File: config.mk
export PLATFORM = sky130hd
export DESIGN_NAME = arb8_rr_flat
export DESIGN_NICKNAME = d
export VERILOG_FILES = /design/src/rtl/arb8_rr_if.sv /design/src/rtl/arb8_rr.sv /design/src/flat_wrapper.sv
export SDC_FILE = /design/constraint.sdc
export NUM_CORES = 1
export LEC_CHECK = 0
export CAP_MARGIN = 20
export CORE_MARGIN = 2
export CORE_UTILIZATION = 57
export DETAILED_ROUTE_END_ITERATION = 7
export HOLD_SLACK_MARGIN = 0.02
export PLACE_DENSITY = 0.86
export SLEW_MARGIN = 5
export SYNTH_ARGS = -nofsm -noshare
export SYNTH_HDL_FRONTEND = slang
export SYNTH_SLANG_ARGS = --single-unit
File: constraint.sdc
create_clock -name clk -period 5.4 [get_ports clk]
set_clock_uncertainty 0.2 [all_clocks]
set_input_delay 1.08 -clock clk [delete_from_list [all_inputs] [get_ports clk]]
set_output_delay 1.08 -clock clk [all_outputs]
set_load 0.005 [all_outputs]
File: src/rtl/arb8_rr_if.sv
`default_nettype none
// ============================================================================
// Module      : arb8_rr_if
// Description : Request/beat/grant bundle between 8 requesters, the arbiter
//               and the downstream consumer.
// Revision    : 1.0 - initial release
// ============================================================================
interface arb8_rr_if;
    logic [7:0] req;
    logic [7:0] last;
    logic       out_ready;
    logic [2:0] sel;
    logic [7:0] grant;
    logic       out_valid;
    logic       out_last;
    logic       timeout;

    modport master (
        input  req, last, out_ready,
        output sel, grant, out_valid, out_last, timeout
    );

    modport slave (
        output req, last, out_ready,
        input  sel, grant, out_valid, out_last, timeout
    );
endinterface
`default_nettype wire

File: src/rtl/arb8_rr.sv
`default_nettype none
// ============================================================================
// Module      : arb8_rr
// Description : 8-way packet-locked round-robin arbiter with a per-grant
//               beat limit that forces release and pulses timeout.
// Revision    : 1.0 - initial release
// ============================================================================
module arb8_rr #(
    parameter int MAX_BEATS = 16
) (
    input  logic          clk,
    input  logic          rst_n,
    arb8_rr_if.master     bus
);

    localparam logic       c_st_idle   = 1'b0;
    localparam logic       c_st_locked = 1'b1;
    localparam logic [7:0] c_max_beats = 8'(MAX_BEATS);

    logic       r_state;
    logic [2:0] r_ptr;
    logic [2:0] r_sel;
    logic [7:0] r_beats;
    logic       r_timeout;

    logic       w_state_nxt;
    logic [2:0] w_ptr_nxt;
    logic [2:0] w_sel_nxt;
    logic [7:0] w_beats_nxt;
    logic       w_timeout_nxt;

    logic [2:0] w_winner;
    logic [7:0] w_beats_inc;
    logic       w_locked;
    logic       w_out_valid;
    logic       w_out_last;
    logic       w_accept;

    // Scan from the far end so the closest set bit to ptr wins last.
    always_comb begin
        w_winner = r_ptr;
        for (int i = 7; i >= 0; i--) begin
            if (bus.req[r_ptr + 3'(i)]) begin
                w_winner = r_ptr + 3'(i);
            end
        end
    end

    assign w_locked    = (r_state == c_st_locked);
    assign w_out_valid = w_locked & bus.req[r_sel];
    assign w_out_last  = w_out_valid & bus.last[r_sel];
    assign w_accept    = w_out_valid & bus.out_ready;
    assign w_beats_inc = r_beats + 8'd1;

    always_comb begin
        w_state_nxt   = r_state;
        w_ptr_nxt     = r_ptr;
        w_sel_nxt     = r_sel;
        w_beats_nxt   = r_beats;
        w_timeout_nxt = 1'b0;
        case (r_state)
            c_st_idle: begin
                if (bus.req != 8'h00) begin
                    w_sel_nxt   = w_winner;
                    w_beats_nxt = 8'd0;
                    w_state_nxt = c_st_locked;
                end
            end
            default: begin
                if (w_accept) begin
                    // last wins over the beat limit, so no timeout when both hit
                    if (bus.last[r_sel]) begin
                        w_state_nxt = c_st_idle;
                        w_ptr_nxt   = r_sel + 3'd1;
                    end else if (w_beats_inc == c_max_beats) begin
                        w_state_nxt   = c_st_idle;
                        w_ptr_nxt     = r_sel + 3'd1;
                        w_timeout_nxt = 1'b1;
                    end else begin
                        w_beats_nxt = w_beats_inc;
                    end
                end
            end
        endcase
    end

    always_ff @(posedge clk) begin
        if (!rst_n) begin
            r_state   <= c_st_idle;
            r_ptr     <= 3'd0;
            r_sel     <= 3'd0;
            r_beats   <= 8'd0;
            r_timeout <= 1'b0;
        end else begin
            r_state   <= w_state_nxt;
            r_ptr     <= w_ptr_nxt;
            r_sel     <= w_sel_nxt;
            r_beats   <= w_beats_nxt;
            r_timeout <= w_timeout_nxt;
        end
    end

    assign bus.sel       = r_sel;
    assign bus.grant     = w_locked ? (8'b1 << r_sel) : 8'h00;
    assign bus.out_valid = w_out_valid;
    assign bus.out_last  = w_out_last;
    assign bus.timeout   = r_timeout;

endmodule
`default_nettype wire

File: src/flat_wrapper.sv
// flat-port wrapper written by rule: the top's interface ports become plain ports
module arb8_rr_flat 
#(
    parameter int MAX_BEATS = 16
)
  (clk, rst_n, bus_req, bus_last, bus_out_ready, bus_sel, bus_grant, bus_out_valid, bus_out_last, bus_timeout);
  arb8_rr_if bus_i ();
  input  logic clk;
  input  logic rst_n;
  input wire logic [$bits(bus_i.req)-1:0] bus_req;
  input wire logic [$bits(bus_i.last)-1:0] bus_last;
  input wire logic [$bits(bus_i.out_ready)-1:0] bus_out_ready;
  output wire logic [$bits(bus_i.sel)-1:0] bus_sel;
  output wire logic [$bits(bus_i.grant)-1:0] bus_grant;
  output wire logic [$bits(bus_i.out_valid)-1:0] bus_out_valid;
  output wire logic [$bits(bus_i.out_last)-1:0] bus_out_last;
  output wire logic [$bits(bus_i.timeout)-1:0] bus_timeout;
  assign bus_i.req = bus_req;
  assign bus_i.last = bus_last;
  assign bus_i.out_ready = bus_out_ready;
  assign bus_sel = bus_i.sel;
  assign bus_grant = bus_i.grant;
  assign bus_out_valid = bus_i.out_valid;
  assign bus_out_last = bus_i.out_last;
  assign bus_timeout = bus_i.timeout;
  arb8_rr #(.MAX_BEATS(MAX_BEATS)) u_core (.clk(clk), .rst_n(rst_n), .bus(bus_i));
endmodule
# Word-level counts from Yosys, hierarchy flattened
# Index checks and enable logic that the tools add are counted.
# classes
reduce_logical,7
shifts,1
addsub,9
muxes,42
bitwise,6
n_eq_ne,4
magnitude_cmp,9
# ops
operator,count
two-way mux 8 bit,6
less-than comparator 3 x 4 -> 1 bit (second input constant),9
binary-select mux 1 bit (select 3 bit),10
two-way mux 3 bit,10
two-way mux 1 bit,16
adder 3 bit (second input constant),4
adder 8 x 1 -> 8 bit (second input constant),1
equality test 8 x 5 -> 1 bit (second input constant),1
nonzero test 8 bit,1
<< shifter 1 x 3 -> 8 bit (first input constant),1
adder 3 x 1 -> 3 bit (second input constant),2
adder 3 x 2 -> 3 bit (second input constant),2
!= test 2 bit (second input constant),3
AND reduction 4 bit,1
nonzero test 2 bit,2
OR reduction 4 bit,1
bitwise AND 1 bit,3
inverter 1 bit,3
AND reduction 3 bit,1
AND reduction 2 bit,1
# word_totals
reg_bits,16
output_inout_bits,14
wordCells,83
in_bits,19

# Longest topological paths before layout
# Gate-level depths: netlist of the first run.
# depth
depth_word,11
depth_mapped,10
mapped_depth_nobuf,8

# Worst setup path after synthesis of the first run
# Ideal clock, no wire load.
# synth_path
path_type,input to output
startpoint,input bus_req[3]
endpoint,output bus_out_last
stages,4
t_arrival_ps,2114
required_time_ps,4120
slack_ps,2006
path_buffers,0
cell_sequence,mux4_2 -> mux2_2 -> and2_1 -> nor2b_1
# synth_between
elab_chain_cells,4
# synth_lines
item,line,source
"start, declared",flat_wrapper.sv:10,input wire logic [$bits(bus_i.req)-1:0] bus_req;
binary-select mux 1 bit (select 3 bit),arb8_rr.sv:50,assign w_out_valid = w_locked & bus.req[r_sel];
two-way mux 1 bit (implied by the code),arb8_rr.sv:50,
bitwise AND 1 bit,arb8_rr.sv:50,
named net bus_out_valid,flat_wrapper.sv:15,output wire logic [$bits(bus_i.out_valid)-1:0] bus_out_valid;
bitwise AND 1 bit,arb8_rr.sv:51,assign w_out_last = w_out_valid & bus.last[r_sel];
"end, declared",flat_wrapper.sv:16,output wire logic [$bits(bus_i.out_last)-1:0] bus_out_last;
# The timed path passes the listed nets, and every way through them passes these cells. The select of a mux whose other input is x is not followed.

# Worst setup path after layout of the first run
# layout_path
startpoint,input bus_req[3]
endpoint,output bus_out_last
# layout_between
elab_chain_cells,4
# layout_lines
item,line
binary-select mux 1 bit (select 3 bit),arb8_rr.sv:50
two-way mux 1 bit (implied by the code),arb8_rr.sv:50
bitwise AND 1 bit,arb8_rr.sv:50
bitwise AND 1 bit,arb8_rr.sv:51
# Every way passes these cells. The select of a mux whose other input is x is not followed.

==> flow_metrics.env, run 1 <==
export IMPL_hold_viol=0
export IMPL_postSynthCellCount=210
export IMPL_rr_startpoint="u_core.r_ptr[0]$_SDFFE_PN0P_"
export IMPL_rsz0062_at_grt="false"
export IMPL_cts_hold_buf=0
export IMPL_cp_slowest_cell="clkdlybuf4s50_1"
export IMPL_die_w_um=59.97
export IMPL_htreeDepth=1
export IMPL_end_kind="output port"
export IMPL_cp_required_ns=4.12
export IMPL_startpoint_type="input pin"
export IMPL_fillCellCount=262
export IMPL_final_min_clock_period_ns=4.467
export IMPL_ys_types=49
export IMPL_ys_seq_area_share_pct=17.94
export IMPL_viasPerCell=6.288
export IMPL_numCtsBuffers=3
export IMPL_vdd_drop_max_mv=0.1022
export IMPL_crit_chain="clkdlybuf4s50_1 -> mux4_2 -> mux2_2 -> and2_1 -> nor2b_1 -> clkdlybuf4s50_1"
export IMPL_cp_startpoint="bus_req[3]"
export IMPL_path_class="in2out"
export IMPL_synth_warnings=0
export IMPL_pwr_density_cell_nw_per_um2=172.0
export IMPL_path_max_fanout=8
export IMPL_rr_endpoint="u_core.bus.sel[1]$_SDFFE_PN0P_"
export IMPL_gp_congestion=0.9179
export IMPL_synth_edff_count=0
export IMPL_finish_instance_area_um2=2153
export IMPL_drt_total_wl_um=4346
export IMPL_antennaDiodeCount=0
export IMPL_synthDominantCellAreaShare_pct=17.94
export IMPL_overflow=0
export IMPL_cp_endpoint="bus_out_last"
export IMPL_syn_to_final_growth_pct=20.60
export IMPL_nets=266
export IMPL_grt_pass1_vias=1594
export IMPL_cts_setup_buffers=0
export IMPL_leakagePower_nw=0.8507
export IMPL_setup_viol=0
export IMPL_synth_top_cell_by_area="dfxtp_1"
export IMPL_dieArea_um2=3596
export IMPL_initial_core_util_pct=58.97
export IMPL_antenna_found_initial=0
export IMPL_cts_root_buffer="clkbuf_4"
export IMPL_cts_resized=0
export IMPL_drt_iter0_drc=69
export IMPL_synth_top_cells_by_area="dfxtp_1 18%, mux4_2 10%, mux4_1 7.4%"
export IMPL_synth_fp_nets=238
export IMPL_clkLatencyLatePin_ns=0.30
export IMPL_worstMarginPinSlew_ns=0.7115
export IMPL_drv_slew=0
export IMPL_syn_avg_cell_area_um2=8.502
export IMPL_status="completed"
export IMPL_final_period_utilization_pct=82.73
export IMPL_dr_pass1_iters=4
export IMPL_hold_path_class="reg2reg"
export IMPL_slowest_delay_ns=0.52
export IMPL_track_usage_pct=26.55
export IMPL_drive_above_1_share_pct=8.439
export IMPL_vias=1767
export IMPL_clk_path_buf_depth=2
export IMPL_finalSetupTns_ns=0
export IMPL_io_buffer_count=32
export IMPL_die_y_um=59.97
export IMPL_num_rows=20
export IMPL_synth_seq_cells=16
export IMPL_detail_route_antenna_nets=0
export IMPL_cts_tree="done"
export IMPL_ioPinCount=33
export IMPL_worst_path_most_repeated_cell="clkdlybuf4s50_1"
export IMPL_cp_arrival_ns=3.19
export IMPL_synth_area_um2=1785
export IMPL_cts_sinks=16
export IMPL_fin_ws_ns=0.9326
export IMPL_fmax_mhz=223.8
export IMPL_slew_headroom_pct=52.57
export IMPL_synth_ff_type="dfxtp_1"
export IMPL_power_uw=370.3
export IMPL_grt_max_degree=15
export IMPL_drc=0
export IMPL_grt_first_pass_wirelength_um=7265
export IMPL_max_cap_violations=0
export IMPL_rr_worst_depth=8
export IMPL_core_um2=3028
export IMPL_rrSetupSlack_ns=1.98
export IMPL_wl_per_cell_um=15.47
export IMPL_clk_transition_reported_paths_ns=0.10
export IMPL_dp_slack_ns=0.9565
export IMPL_placed_cell_area_um2=2117
export IMPL_hpwlAfterDp_um=3253
export IMPL_async_flop_share_pct=0
export IMPL_fin_hold_ws_ns=0.3105
[worst max-delay path, delay by kind of cell]
| kind | cells | cell delay, ns |
|---|---|---|
| AND/OR/NAND/NOR | 2 | 0.32 |
| multiplexers | 2 | 0.81 |
| buffers and inverters | 2 | 0.97 |
[where the power goes]
group / switching [mW] / leakage [nW] / total [mW] / internal, mW
registers: 0.0135 / 0.130 / 0.136 / 0.122
logic: 0.0755 / 0.700 / 0.154 / 0.0783
clock network: 0.0396 / 0.0210 / 0.0807 / 0.0411
total: 0.129 / 0.851 / 0.370 / 0.242
[state kept, by name, summed over array words and instances (netlist names)]
signal / count
u_core.r_ptr: 3
u_core.r_state: 1
u_core.bus.timeout: 1
u_core.bus.sel: 3
u_core.r_beats: 8
[Yosys cell counts (all sizes together) (2+ instances only)]
library cell and count:
nand4 3, a22o 4, mux4 13, nand3 7
nor2b 4, nor3 7, clkbuf 6, a21o 2
a31oi 2, and3 4, nor4 5, and2 6
mux2 4, a22oi 2, nand2 18, nor2 18
ha 9, a21oi 11, dfxtp 16, mux2i 12
o21ai 19, buf 3, xor2 4, inv 10
o22ai 2
[metrics by stage]
stage,utilization [%],std cells
floorplan,-,210
CTS,71.12,281
global route,71.12,281
detailed placement,69.92,277
finish,71.12,281
global placement,69.92,277
[worst min-delay path by stage]
| stage | start | end | slack [ns] | cells past startpoint |
|---|---|---|---|---|
| after global routing | u_core.r_beats[0]$_SDFFE_PN0P_ | u_core.r_beats[0]$_SDFFE_PN0P_ | 0.38 | 2 |
| after global placement | u_core.r_beats[7]$_SDFFE_PN0P_ | u_core.r_beats[7]$_SDFFE_PN0P_ | 0.28 | 2 |
| after detailed placement | u_core.r_beats[7]$_SDFFE_PN0P_ | u_core.r_beats[7]$_SDFFE_PN0P_ | 0.31 | 2 |
| final | u_core.r_beats[7]$_SDFFE_PN0P_ | u_core.r_beats[7]$_SDFFE_PN0P_ | 0.31 | 2 |
| after floorplan | u_core.r_beats[7]$_SDFFE_PN0P_ | u_core.r_beats[7]$_SDFFE_PN0P_ | 0.26 | 2 |
| after CTS | u_core.r_beats[7]$_SDFFE_PN0P_ | u_core.r_beats[7]$_SDFFE_PN0P_ | 0.32 | 2 |
[cells in the final DEF (no fill, tap or decap), types with 2 or more instances in the layout]
master / n
and2_1: 6
nor2b_1: 4
clkdlybuf4s50_1: 32
mux2_2: 2
nand3_1: 7
mux4_2: 8
o21ai_0: 15
nor3_1: 7
mux4_1: 5
a21o_1: 2
xor2_1: 4
mux2_4: 2
nand2_1: 18
o21ai_1: 4
and3_1: 4
a21oi_1: 11
nor2_1: 18
clkbuf_4: 3
a22o_1: 3
nand4_1: 3
o22ai_1: 2
inv_1: 10
mux2i_1: 12
a31oi_1: 2
nor4_1: 5
dfxtp_1: 16
a22oi_1: 2
ha_1: 9
[area by class of cell]
class	count	area [µm²]	area share, %
clock buffer	4	36.28	1.685
timing repair buffer	32	320.3	14.88
inverter	10	37.54	1.743
multi-input combinational	175	1384	64.26
tap	44	55.05	2.557
sequential	16	320.3	14.88
[logic make-up after synthesis]
logic type	share of synthesized area, %
AND/OR/NAND/NOR	20.95
flip-flops	17.94
adder cells (fa/ha/maj)	6.307
multiplexers	27.12
XOR/XNOR	2.453
AO/OA/AOI/OAI	20.67
buffers and inverters	4.555
[layer usage]
layer	GRT usage (%)	routed length, µm
met1	36.18	1888
met2	41.77	2030
met3	5.844	317
met4	8.571	110
met5	0	0
Note: power is estimated with default switching activity, not from simulation.
==> run 2: changes to the inputs <==
- CORE_UTILIZATION: 57 -> 48
- PLACE_DENSITY: 0.86 -> 0.77
- clock period: 5.4 -> 3.7 ns (I/O delays scaled with it)
==> run 2 against run 1 <==
Net effect: sequential share of layout area down 0.61 points; global-route usage down 4.8 points; first-iteration DRC count up 87%; die area up 17%; setup slack worse by 0.89 ns; sequential power up 43%; count of clock-buffer cells in the layout down 1; clock power up 56%.
==> flow_metrics.env, run 2 (synthesized netlist as in run 1, its figures left out) <==
export IMPL_status="completed"
export IMPL_largest_register="u_core.r_beats"
export IMPL_overflow=0
export IMPL_cp_arrival_ns=2.72
export IMPL_detail_route_antenna_nets=0
export IMPL_vias=1782
export IMPL_antennaDiodeCount=0
export IMPL_viasPerCell=6.041
export IMPL_clk_path_buf_depth=2
export IMPL_pwr_share_seq_pct=34.7
export IMPL_slew_headroom_pct=50.83
export IMPL_grt_pass1_vias=1565
export IMPL_clk_transition_reported_paths_ns=0.06
export IMPL_nets=277
export IMPL_p_comb_share_pct=42.8
export IMPL_worstMarginPinSlew_ns=0.7375
export IMPL_core_um2=3606
export IMPL_gp_congestion=0.9599
export IMPL_cts_hold_buf=0
export IMPL_die_w_um=64.99
export IMPL_hpwlAfterDp_um=3453
export IMPL_leakagePower_nw=0.9053
export IMPL_io_buffer_count=32
export IMPL_num_rows=22
export IMPL_dr_pass1_iters=8
export IMPL_fmax_mhz=273.3
export IMPL_hold_viol=0
export IMPL_cts_setup_buffers=0
export IMPL_vdd_drop_max_mv=0.1704
export IMPL_fillCellCount=311
export IMPL_finalSetupTns_ns=0
export IMPL_track_usage_pct=21.73
export IMPL_dieArea_um2=4224
export IMPL_end_kind="output port"
export IMPL_utilization_pct=62.28
export IMPL_startpoint_type="input pin"
export IMPL_path_max_fanout=4
export IMPL_internal_power_uw=372.9
export IMPL_cts_root_buffer="clkbuf_8"
export IMPL_setup_viol=0
export IMPL_drt_iter0_drc=129
export IMPL_hold_path_class="reg2reg"
export IMPL_grt_max_degree=15
export IMPL_initial_core_util_pct=49.51
export IMPL_rsz0062_at_grt="false"
export IMPL_final_cell_mix="32 x clkdlybuf4s50_1, 18 x nor2_1, 18 x nand2_1, 16 x dfxtp_1, 15 x o21ai_0"
export IMPL_clkLatencyLatePin_ns=0.24
export IMPL_cts_tree="done"
export IMPL_p_clk_share_pct=22.5
export IMPL_antenna_found_initial=0
export IMPL_ioPinCount=33
export IMPL_cts_sinks=16
export IMPL_largest_reg_flops=8
export IMPL_drc=0
export IMPL_max_cap_violations=0
export IMPL_final_common_cell="clkdlybuf4s50_1"
export IMPL_numCtsBuffers=3
export IMPL_pwr_density_cell_nw_per_um2=249.0
export IMPL_switching_share_pct=33.32
export IMPL_drive_above_1_share_pct=12.15
export IMPL_drt_total_wl_um=4489
export IMPL_wl_per_cell_um=15.22
export IMPL_die_y_um=64.99
export IMPL_cts_resized=0
export IMPL_path_class="in2out"
export IMPL_htreeDepth=1
export IMPL_cp_required_ns=2.76
export IMPL_final_min_clock_period_ns=3.659
export IMPL_syn_to_final_growth_pct=25.79
export IMPL_drv_slew=0
export IMPL_p_switching_uw=186.3
export IMPL_grt_first_pass_wirelength_um=7279
export IMPL_final_period_utilization_pct=98.89
run 2: changes by cell type in the layout (fill, tap and decap cells not counted):
cell      change
buf_4        +11
clkbuf_4      -3
clkbuf_8      +2
run 2: power by group through the flow:
stage          sequential, mW  clock, mW  combinational (mW)
5_1_grt                 0.196      0.138               0.259
3_3_place_gp            0.198          0               0.231
6_report                0.194      0.126               0.239
2_1_floorplan           0.193          0               0.153
4_1_cts                 0.194      0.130               0.237
3_5_place_dp            0.198          0               0.236
run 2: worst paths after layout:
check | from | depth (start not counted) | slack (ns) | end
max reg2reg | u_core.r_ptr[1]$_SDFFE_PN0P_ | 8 | 0.92 | u_core.bus.sel[1]$_SDFFE_PN0P_
max | bus_req[3] | 6 | 0.04 | bus_out_last
min | u_core.r_beats[7]$_SDFFE_PN0P_ | 2 | 0.30 | u_core.r_beats[7]$_SDFFE_PN0P_
min reg2reg | u_core.r_beats[7]$_SDFFE_PN0P_ | 2 | 0.30 | u_core.r_beats[7]$_SDFFE_PN0P_
run 2: cell type report:
type | count | area [µm²] | share of cell area [%]
flip-flops and latches | 16 | 320.3 | 14.26
multi-input cells | 175 | 1384 | 61.62
repair buffers | 43 | 402.9 | 17.94
clock buffers | 3 | 41.29 | 1.838
well taps | 48 | 60.06 | 2.674
inverters | 10 | 37.54 | 1.671
run 2: metal layers:
layer  global-route usage [%]  wire length, µm  vias up
li1                         -                -      882
met1                    28.90             2060      850
met2                    37.50             2169       46
met3                    3.646              223        4
met4                    3.457               36        0
met5                        0                0        -
run 2: critical path, stage by stage:
cell	delay [ns]
clkdlybuf4s50_1	0.42
mux4_2	0.48
mux2_2	0.31
and2_1	0.19
nor2b_1	0.13
clkdlybuf4s50_1	0.44
run 2: metrics by stage:
step	hold WS (ns)	cells	worst slack [ns]	total power [mW]	area (µm²)
6_report	0.2963	295	0.04097	0.5592	2246
5_1_grt	0.3347	295	0.01638	0.5933	2246
2_1_floorplan	0.2643	210	0.8043	0.3459	1785
4_1_cts	0.3061	295	0.04370	0.5614	2246
3_5_place_dp	0.2993	292	0.04474	0.4344	2205
3_3_place_gp	0.2778	292	0.05270	0.4292	2205
